==> config.mk <==
export PLATFORM = sky130hd
export DESIGN_NAME = relu_layer_sequencer_flat
export DESIGN_NICKNAME = d
export VERILOG_FILES = /design/src/rtl/relu_layer_sequencer_if.sv /design/src/rtl/relu_layer_sequencer.sv /design/src/flat_wrapper.sv
export SDC_FILE = /design/constraint.sdc
export NUM_CORES = 1
export LEC_CHECK = 0
export BUFFER_PORTS_ARGS = -buffer_cell sky130_fd_sc_hd__buf_2
export CORE_UTILIZATION = 31
export DETAILED_ROUTE_END_ITERATION = 12
export GPL_ROUTABILITY_DRIVEN = 0
export SLEW_MARGIN = 20
export SYNTH_ARGS = -nofsm -noshare
export SYNTH_HDL_FRONTEND = slang
export SYNTH_SLANG_ARGS = --single-unit
==> constraint.sdc <==
create_clock -name clk -period 4.01 [get_ports clk]
set_input_delay 0 -clock clk [delete_from_list [all_inputs] [get_ports clk]]
set_output_delay 0 -clock clk [all_outputs]
set_load 0.005 [all_outputs]
==> src/rtl/relu_layer_sequencer_if.sv <==
// relu_layer_sequencer_if: input-beat and output-vector handshake bundle for relu_layer_sequencer.
`ifndef N
`define N 16
`endif
interface relu_layer_sequencer_if #(parameter int SIZE = 3);
  logic                      in_valid;
  logic                      in_ready;
  logic [`N-1:0]             in_data;
  logic                      out_valid;
  logic                      out_ready;
  logic [SIZE-1:0][`N-1:0]   out_data;
  modport master (output in_valid, in_data, out_ready, input in_ready, out_valid, out_data);
  modport slave  (input in_valid, in_data, out_ready, output in_ready, out_valid, out_data);
endinterface

==> src/rtl/relu_layer_sequencer.sv <==
// relu_layer_sequencer: collects Size serial words, applies ReLU, presents the vector in parallel.
// Optional ACT_BYPASS_EN adds a bypass port latched on start that stores elements unmodified.
`ifndef N
`define N 16
`endif
module relu_layer_sequencer #(
  parameter  int Size = 3,
  localparam int CW   = $clog2(Size + 1)
) (
  input  logic                      clk,
  input  logic                      rst_n,
  input  logic                      start,
  input  logic                      abort,
`ifdef ACT_BYPASS_EN
  input  logic                      bypass,
`endif
  relu_layer_sequencer_if.slave     bus,
  output logic                      busy,
  output logic                      done,
  output logic [CW-1:0]             neg_count
);
  typedef enum logic [1:0] {IDLE, FILL, HOLD} state_t;
  state_t state, nxt;
  logic [CW-1:0] cnt;
  logic [Size-1:0][`N-1:0] vec;
  logic beat, last, lin, go;
  assign go   = state == IDLE && start && !abort;
  assign beat = state == FILL && bus.in_valid && !abort;
  assign last = cnt == CW'(Size - 1);
  assign bus.out_data = vec;
`ifdef ACT_BYPASS_EN
  logic bypass_q;
  always_ff @(posedge clk or negedge rst_n)
    if (!rst_n) bypass_q <= 1'b0;
    else if (go) bypass_q <= bypass;
  assign lin = bypass_q;
`else
  assign lin = 1'b0;
`endif
  always_ff @(posedge clk or negedge rst_n)
    if (!rst_n) state <= IDLE;
    else state <= nxt;
  // abort outranks start, beats and the output handshake
  always_comb begin
    nxt = state;
    bus.in_ready = 1'b0;
    bus.out_valid = 1'b0;
    busy = state != IDLE;
    if (abort) nxt = IDLE;
    else if (state == IDLE) nxt = start ? FILL : IDLE;
    else if (state == FILL) nxt = beat && last ? HOLD : FILL;
    else nxt = bus.out_ready ? IDLE : HOLD;
    bus.in_ready = state == FILL;
    bus.out_valid = state == HOLD;
  end
  always_ff @(posedge clk or negedge rst_n)
    if (!rst_n) begin
      cnt <= '0;
      neg_count <= '0;
      vec <= '0;
      done <= 1'b0;
    end else begin
      done <= state == HOLD && bus.out_ready && !abort;
      if (go) begin
        cnt <= '0;
        neg_count <= '0;
      end else if (beat) begin
        cnt <= cnt + 1'b1;
        neg_count <= neg_count + CW'(bus.in_data[`N-1]);
      end else if (abort || (state == HOLD && bus.out_ready)) cnt <= '0;
      for (int i = 0; i < Size; i++)
        if (beat && cnt == CW'(i)) vec[i] <= bus.in_data[`N-1] && !lin ? '0 : bus.in_data;
    end
endmodule
==> src/flat_wrapper.sv <==
// flat-port wrapper written by rule: the top's interface ports become plain ports
module relu_layer_sequencer_flat 
#(
  parameter  int Size = 3,
  localparam int CW   = $clog2(Size + 1)
)
  (clk, rst_n, start, abort, busy, done, neg_count, bus_in_valid, bus_in_data, bus_out_ready, bus_in_ready, bus_out_valid, bus_out_data);
  relu_layer_sequencer_if bus_i ();
  input  logic clk;
  input  logic rst_n;
  input  logic start;
  input  logic abort;
  output logic busy;
  output logic done;
  output logic [CW-1:0] neg_count;
  input wire logic [$bits(bus_i.in_valid)-1:0] bus_in_valid;
  input wire logic [$bits(bus_i.in_data)-1:0] bus_in_data;
  input wire logic [$bits(bus_i.out_ready)-1:0] bus_out_ready;
  output wire logic [$bits(bus_i.in_ready)-1:0] bus_in_ready;
  output wire logic [$bits(bus_i.out_valid)-1:0] bus_out_valid;
  output wire logic [$bits(bus_i.out_data)-1:0] bus_out_data;
  assign bus_i.in_valid = bus_in_valid;
  assign bus_i.in_data = bus_in_data;
  assign bus_i.out_ready = bus_out_ready;
  assign bus_in_ready = bus_i.in_ready;
  assign bus_out_valid = bus_i.out_valid;
  assign bus_out_data = bus_i.out_data;
  relu_layer_sequencer #(.Size(Size)) u_core (.clk(clk), .rst_n(rst_n), .start(start), .abort(abort), .bus(bus_i), .busy(busy), .done(done), .neg_count(neg_count));
endmodule
-- Word-level counts from Yosys, hierarchy flattened
Index checks and enable logic that the tools add are counted.
- output and inout bits: 54
- logic and storage cells: 41
- flip-flop bits (word level): 55
- reduce and logical (&&, ||, !) cells: 16
- multiplexer cells: 12
- eq/ne operators: 4
- add/sub/neg operators: 2
- operator list (cell ; number):
    2-bit two-way mux ; 10
    15-bit two-way mux ; 1
    1-bit logical AND ; 9
    2-bit by 1-bit equality test with 1-bit output, second input constant ; 2
    2-bit equality test, second input constant ; 2
    2-bit logical NOT ; 2
    2-bit nonzero test ; 2
    3-bit nonzero test ; 1
    2-bit by 1-bit adder with 2-bit output ; 1
    2-bit by 1-bit adder with 2-bit output, second input constant ; 1
    1-bit logical NOT ; 1
    1-bit logical OR ; 1
    1-bit two-way mux ; 1

-- Depth between registers and ports, before layout
Gate-level depths: netlist (run 1).
- word-level depth: 8
- mapped depth: 5

-- Worst setup path before layout (run 1)
Ideal clock, no wire load.
- path kind: flip-flop to flip-flop
- start: reg u_core.state[1]
- end: reg u_core.vec (netlist bit u_core.bus.out_data[14])
- data arrival time: 1.368 ns
- cell stages (with the launch flop): 6
- data required time: 3.882 ns
- buffers on the path: 2
- setup slack: 2.514 ns
- cell sequence: dfrtp_1 -> and4bb_1 -> buf_4 -> nand2_4 -> buf_6 -> mux2_1
- cells in the longest elaborated chain, start to end: 4
- ends and longest elaborated chain (element ; line ; text):
    start: declaration ; relu_layer_sequencer.sv:23 ; state_t state, nxt;
    start signal: assignment ; relu_layer_sequencer.sv:42 ; else state <= nxt;
    2-bit by 1-bit equality test with 1-bit output ; relu_layer_sequencer.sv:28 ; assign beat = state == FILL && bus.in_valid && !abort;
    1-bit logical AND (2 in series) ; relu_layer_sequencer.sv:28 ;
    1-bit logical AND ; relu_layer_sequencer.sv:72 ; if (beat && cnt == CW'(i)) vec[i] <= bus.in_data[`N-1] && !lin ? '0 : bus.in_data;
    end signal: indexed assignment ; relu_layer_sequencer.sv:72 ;
    end: declaration ; relu_layer_sequencer.sv:25 ; logic [Size-1:0][`N-1:0] vec;
No other way between the ends.
A chain may end at the register's enable or synchronous reset.

-- Final worst setup path (run 1)
- start: reg u_core.state[1]
- end: reg u_core.state[1]
- cells in the longest elaborated chain, start to end: 8
- elaborated cells on any way between the ends: 9
- classes of those cells: eq/ne (1); mux (4); reduce/logical (4)
- ends and longest elaborated chain (element ; line ; text):
    2-bit by 1-bit equality test with 1-bit output ; relu_layer_sequencer.sv:28, relu_layer_sequencer.sv:51 ;
    1-bit logical AND (2 in series) ; relu_layer_sequencer.sv:28 ;
    1-bit logical AND ; relu_layer_sequencer.sv:51 ; else if (state == FILL) nxt = beat && last ? HOLD : FILL;
    2-bit two-way mux (2 in series) ; relu_layer_sequencer.sv:51 ;
    2-bit two-way mux (*) ; relu_layer_sequencer.sv:50 ; else if (state == IDLE) nxt = start ? FILL : IDLE;
    2-bit two-way mux (*) ; relu_layer_sequencer.sv:49 ; if (abort) nxt = IDLE;
    via u_core.nxt[1] ; relu_layer_sequencer.sv:23 ;
The timed path passes the listed nets; every way through them passes the cells marked *.

==> results of run 1 <==
-- cell type report --
type / instances / area (sq um) / area share
Clock buffer: 7 / 86.33 / 0.02990
Multi-Input combinational cell: 93 / 949.7 / 0.3289
Clock inverter: 1 / 7.507 / 0.002600
Sequential cell: 52 / 1301 / 0.4506
Inverter: 3 / 11.26 / 0.003899
Tap cell: 99 / 123.9 / 0.04289
Timing Repair Buffer: 77 / 407.9 / 0.1412
-- logic make-up (layout without fill, tap and decap cells) --
family          after synthesis  count (layout)  synth area share
fa+ha+maj                     4               4           0.02155
compound gates                5               5           0.01724
other cells                   1               3          0.001615
buf+inv                      11              88           0.03394
mux                          47              47            0.2705
simple gates                 34              34           0.09483
flops                        52              52            0.5603
-- synth_stat cells, drive strengths merged --
master,n,share of area
and3b,1,0.0038
inv,3,0.0048
and2,1,0.0027
buf,7,0.027
conb,1,0.0016
mux2i,2,0.0086
nor2b,18,0.048
nor2,2,0.0032
a21bo,1,0.0043
and4bb,1,0.0054
dfrtp,52,0.56
o21ai,1,0.0022
ha,4,0.022
or4b,1,0.0043
nand2b,1,0.0027
a211oi,1,0.0032
mux2,45,0.26
nand2,9,0.024
clkbuf,1,0.0016
o41ai,2,0.0075
-- sequential cells by signal, indices dropped and copies added, names as in the netlist --
signal,count
u_core.neg_count,2
u_core.done,1
u_core.state,2
u_core.bus.out_data,45
u_core.cnt,2
-- worst min-delay path, delay by kind of cell --
kind            cells  cell delay (ps)
simple gates        1              130
buf+inv             1               80
compound gates      1               60
-- power by group --
group / switching, mW / leakage (nW) / internal (mW) / total, mW
combinational: 0.0794 / 0.926 / 0.124 / 0.203
clock: 0.163 / 0.0445 / 0.140 / 0.303
sequential: 0.0351 / 0.704 / 0.588 / 0.623
-- final timing paths --
check / to / cells past startpoint / slack (ps)
worst max-delay path: u_core.state[1] / 4 / 1800
worst min-delay path: u_core.cnt[0] / 3 / 20
worst max register to register: u_core.state[1] / 4 / 1800
worst min register to register: u_core.neg_count[1] / 1 / 470
max in group asynchronous: u_core.bus.out_data[38] / 3 / 3210
min in group asynchronous: u_core.bus.out_data[5] / 3 / 360
-- per-layer routing --
layer,track usage,share of wire,vias to the layer above
met5,0,0,-
met4,0.03959,0.0056,0
met3,0.03172,0.044,2
met2,0.1944,0.46,42
li1,-,-,675
met1,0.1589,0.49,684
-- metrics by stage --
step           instances  worst slack (ps)
4_1_cts              332              1776
3_3_place_gp         320              2258
6_report             332              1795
5_1_grt              332              1650
2_1_floorplan        156              2514
3_5_place_dp         320              2190
==> impl_results.md, run 1 <==
- Result of the run: finished clean
- Total leakage power: 1.674 nW
- Tot Pwr: 1.130 mW
- Worst hold path startpoint: bus_in_valid
- Drt wl/cell: 13.51 microns
- Remaining number of nets flagged by the antenna check after routing: 0
- Tightest Hold Check Type: in2reg
- PD cells: 391.2 mW/mm^2
- Maximum root-to-sink buffer count: 2
- Post-cts gate resize count: 0
- Bufs and invs on worst path: 1
- Most frequent standard cell in the layout excluding fill and tap cells: sky130_fd_sc_hd__buf_2
- Reg2Reg Launch Point: u_core.state[1]
- Utilization of the core after routing: 0.3981
- Max-cap violations: 0
- Ratio of final minimum period to clock period: 0.5524
- Final number of setup-violating endpoints: 0
- First drt pass iteration count: 4
- Synth Instances: 154
- Drc violations: 0
- Peak supply drop: 124.3 uV
- Crit end category: flop
- Maximum fanout along the worst path: 17
- Maximum level of the CTS H-tree: 2
- Final wirelength: 4484 microns
- Slew of the pin with the lowest slew margin: 660.8 ps
- Worst rel slew slack: 0.5594
- Worst skew pair latency: 300 ps
- Number of sinks handled by clock tree synthesis: 52
- Global-route wire length before repair: 7038 microns
- Number of vias after detailed routing: 1403
- Most frequent cells in the layout: 72 x sky130_fd_sc_hd__buf_2, 52 x sky130_fd_sc_hd__dfrtp_1, 27 x sky130_fd_sc_hd__mux2_4
- Highest clock rate: 0.4515 GHz
- Mean instance size in the synthesized netlist: 15.08 sq um
- Maximum number of pins on one net before global-route repair: 53
- Proportion of layout cells with a drive suffix above 1: 0.4721
- Dpl cell area: 0.002754 sq mm
- Peak per-stage delay on the critical path: 580 ps
- Warnings from Yosys: 0
- Fill cells: 738
- Critical path required time: 4240 ps
- Synthesized flop and latch total: 52
- Worst Skew: 4.029 ps
- Via density: 4.226
- Via count of the first global-routing pass: 1422
- Buffers added on ports: 72
- Crit. Startpoint: u_core.state[1]
- Crit path time final: 2215 ps
- Placed wire-length estimate after detailed placement: 3047 microns
- Chip width: 88.55 microns
- Hold buffer count at CTS: 4
- Synthesized cell area: 0.002322 sq mm
- Setup crit start kind: flop
- Post-route design area: 0.002888 sq mm
- Initial cell density of the core: 0.3202
- Sum of overflow across all layers after global routing: 0
- Initial drt markers: 30
- Number of rows in the core area: 31
- Clock tree from TritonCTS: built
- Clock-pin transition on the worst setup and hold timing paths: 90 ps
- Crit path cell chain: and4bb_1 -> nand2_4 -> a211oi_1 -> dlygate4sd3_1
- Global Route Usage Sum: 0.1210
- Setup repair bufs after CTS: 0
- Category of the most critical setup path: reg2reg
- Y dimension of the die: 88.55 microns
- Nets: 258
- Boundary pin count: 76
- Number of buffers added by the clock tree synthesis step: 5
- Endpoints failing hold: 0
- Syn-to-layout area delta: 24.35%
- Count of antenna diodes in the layout: 0
- Total Neg Setup Slack: 0 ps
- Core area: 0.007253 sq mm
- Critical path arrival: 2450 ps
- Crit path max-delay cell type: sky130_fd_sc_hd__dlygate4sd3_1
- Sequential-to-total area share from yosys stat: 0.5603
- Die Outline Area: 0.007841 sq mm
- Unique cell type count in the Yosys netlist: 23
- Initial antenna violation count: 0
- Final hold slack: 15.71 ps
- Buffer type at the clock tree root: sky130_fd_sc_hd__clkbuf_8
- Final Slew Violations: 0
- Top Family by Delay on Critical Path: simple AND/OR/NAND/NOR gates
- Setup repair after global routing missed its margin: false
No activity file was read; power rests on OpenSTA's default activity.
==> inputs of run 2 (changes only) <==
Clock period 4.01 ns to 2.1 ns, I/O delays scaled along.
==> impl_results.md, run 2 (synthesis results as in run 1) <==
- Boundary pin count: 76
- Critical path arrival: 1970 ps
- Maximum level of the CTS H-tree: 2
- Nets: 257
- Most frequent cells in the layout: 72 x sky130_fd_sc_hd__buf_2, 52 x sky130_fd_sc_hd__dfrtp_1, 27 x sky130_fd_sc_hd__mux2_4
- Max-cap violations: 0
- Reg2reg path depth: 3
- Crit path time final: 1793 ps
- Remaining number of nets flagged by the antenna check after routing: 0
- Slew of the pin with the lowest slew margin: 656.6 ps
- Peak per-stage delay on the critical path: 560 ps
- Stages on the worst setup path: 3
- Crit end category: flop
- Worst rel slew slack: 0.5623
- Peak supply drop: 267.6 uV
- Tightest Hold Check Type: in2reg
- Buffer type at the clock tree root: sky130_fd_sc_hd__clkbuf_8
- Syn-to-layout area delta: 24.03%
- Dpl cell area: 0.002754 sq mm
- Core area: 0.007253 sq mm
- Initial cell density of the core: 0.3202
- Worst skew pair latency: 290 ps
- Switching share of power: 0.2437
- Combinational power share: 0.177
- Worst slack after detailed placement: 293.1 ps
- Clock tree from TritonCTS: built
- Global-route wire length before repair: 6955 microns
- Number of vias after detailed routing: 1423
- Crit path max-delay cell type: sky130_fd_sc_hd__and4bb_1
- Final Slew Violations: 0
- Flip-flop count of the largest register, all copies and words added: 45
- Minimum setup slack among reg-to-reg paths: 310 ps
- Power Internal: 1.654 mW
- Drc violations: 0
- Ratio of final minimum period to clock period: 0.8536
- Maximum fanout along the worst path: 17
- Number of buffers added by the clock tree synthesis step: 5
- Initial drt markers: 19
- Highest clock rate: 0.5579 GHz
- Setup repair after global routing missed its margin: false
- Drt wl/cell: 13.46 microns
- Maximum root-to-sink buffer count: 2
- Post-cts gate resize count: 0
- Top Family by Delay on Critical Path: simple AND/OR/NAND/NOR gates
- Endpoints failing hold: 0
- Count of antenna diodes in the layout: 0
- Via density: 4.312
- Placed wire-length estimate after detailed placement: 3129 microns
- Result of the run: finished clean
- Post-route design area: 0.002880 sq mm
- Global Route Usage Sum: 0.1182
- Final wirelength: 4443 microns
- PD cells: 759.5 mW/mm^2
- Switch Pwr: 533.2 uW
- Total Neg Setup Slack: 0 ps
- Critical path required time: 2280 ps
- Y dimension of the die: 88.55 microns
- Category of the most critical setup path: reg2reg
- Worst Skew: 5.599 ps
- Share of power burned in registers: 0.546
- Proportion of layout cells with a drive suffix above 1: 0.4762
- Final number of setup-violating endpoints: 0
- Bufs and invs on worst path: 0
- Tot Pwr: 2.187 mW
- Clock-pin transition on the worst setup and hold timing paths: 90 ps
- Total leakage power: 1.673 nW
- Number of sinks handled by clock tree synthesis: 52
- Crit path cell chain: and4bb_1 -> nand2_4 -> mux2_1
- First drt pass iteration count: 2
- Die Outline Area: 0.007841 sq mm
- Number of cells on the worst hold path: 3
- Final worst slack: 307.5 ps
- Clock power frac: 0.277
- Setup crit start kind: flop
- Buffers added on ports: 72
- Chip width: 88.55 microns
- Most frequent standard cell in the layout excluding fill and tap cells: sky130_fd_sc_hd__buf_2
- Sum of overflow across all layers after global routing: 0
- Via count of the first global-routing pass: 1411
- Fill cells: 729
- Number of rows in the core area: 31
- Maximum number of pins on one net before global-route repair: 53
- Initial antenna violation count: 0
## run 2: cell count changes in the layout (fill, tap and decap cells not counted)
cell	before	now
sky130_fd_sc_hd__clkbuf_1	1	0
sky130_fd_sc_hd__clkbuf_8	6	7
sky130_fd_sc_hd__clkinvlp_4	1	0
sky130_fd_sc_hd__dlygate4sd3_1	4	3
## run 2: per-layer routing
metal | part of all wire | vias up | GRT usage
li1 | - | 668 | -
met3 | 0.044 | 2 | 0.02985
met4 | 0.0043 | 0 | 0.03079
met5 | 0 | - | 0
met1 | 0.48 | 712 | 0.1567
met2 | 0.48 | 41 | 0.1930
## run 2: power groups by stage
stage	logic [mW]	registers, mW	clock network (mW)
after global placement	0.386	1.22	0
final	0.388	1.19	0.606
after detailed placement	0.393	1.22	0
after global routing	0.434	1.21	0.673
after floorplan	0.197	1.22	0
after CTS	0.398	1.20	0.635
## run 2: final cells by class
cell class | instances | area, sq um | area share
clock buffers | 7 | 96.34 | 0.03345
multi-input cells | 93 | 949.7 | 0.3297
repair buffers | 76 | 397.9 | 0.1381
inverters | 3 | 11.26 | 0.003910
flip-flops and latches | 52 | 1301 | 0.4518
well taps | 99 | 123.9 | 0.04301
## run 2: worst register-to-register path, delay by kind of cell (launching register included)
family / cells / cell delay [ps]
mux: 1 / 390
flops: 1 / 440
simple gates: 2 / 840
## run 2: stage by stage
| step | cells | hold WS, ps | utilization |
|---|---|---|---|
| after floorplan | 156 | -295.6 | - |
| after global placement | 320 | 167.8 | 0.3797 |
| after detailed placement | 320 | 166.1 | 0.3797 |
| after CTS | 330 | 2.532 | 0.3971 |
| after global routing | 330 | 6.775 | 0.3971 |
| final | 330 | 16.28 | 0.3971 |
## run 2: timing repair
action / 4_1_cts / 5_1_grt
buffers inserted: 0 / 0
hold buffers: 3 / 0
endpoints found under the hold margin: 56 / 0
## run 2: final timing paths
kind,startpoint,to
max,u_core.state[1],u_core.bus.out_data[32]
min,bus_in_valid,u_core.cnt[1]
max reg2reg,u_core.state[1],u_core.bus.out_data[32]
min reg2reg,u_core.neg_count[1],u_core.neg_count[1]
max in group asynchronous,rst_n,u_core.bus.out_data[12]
min in group asynchronous,rst_n,u_core.bus.out_data[5]
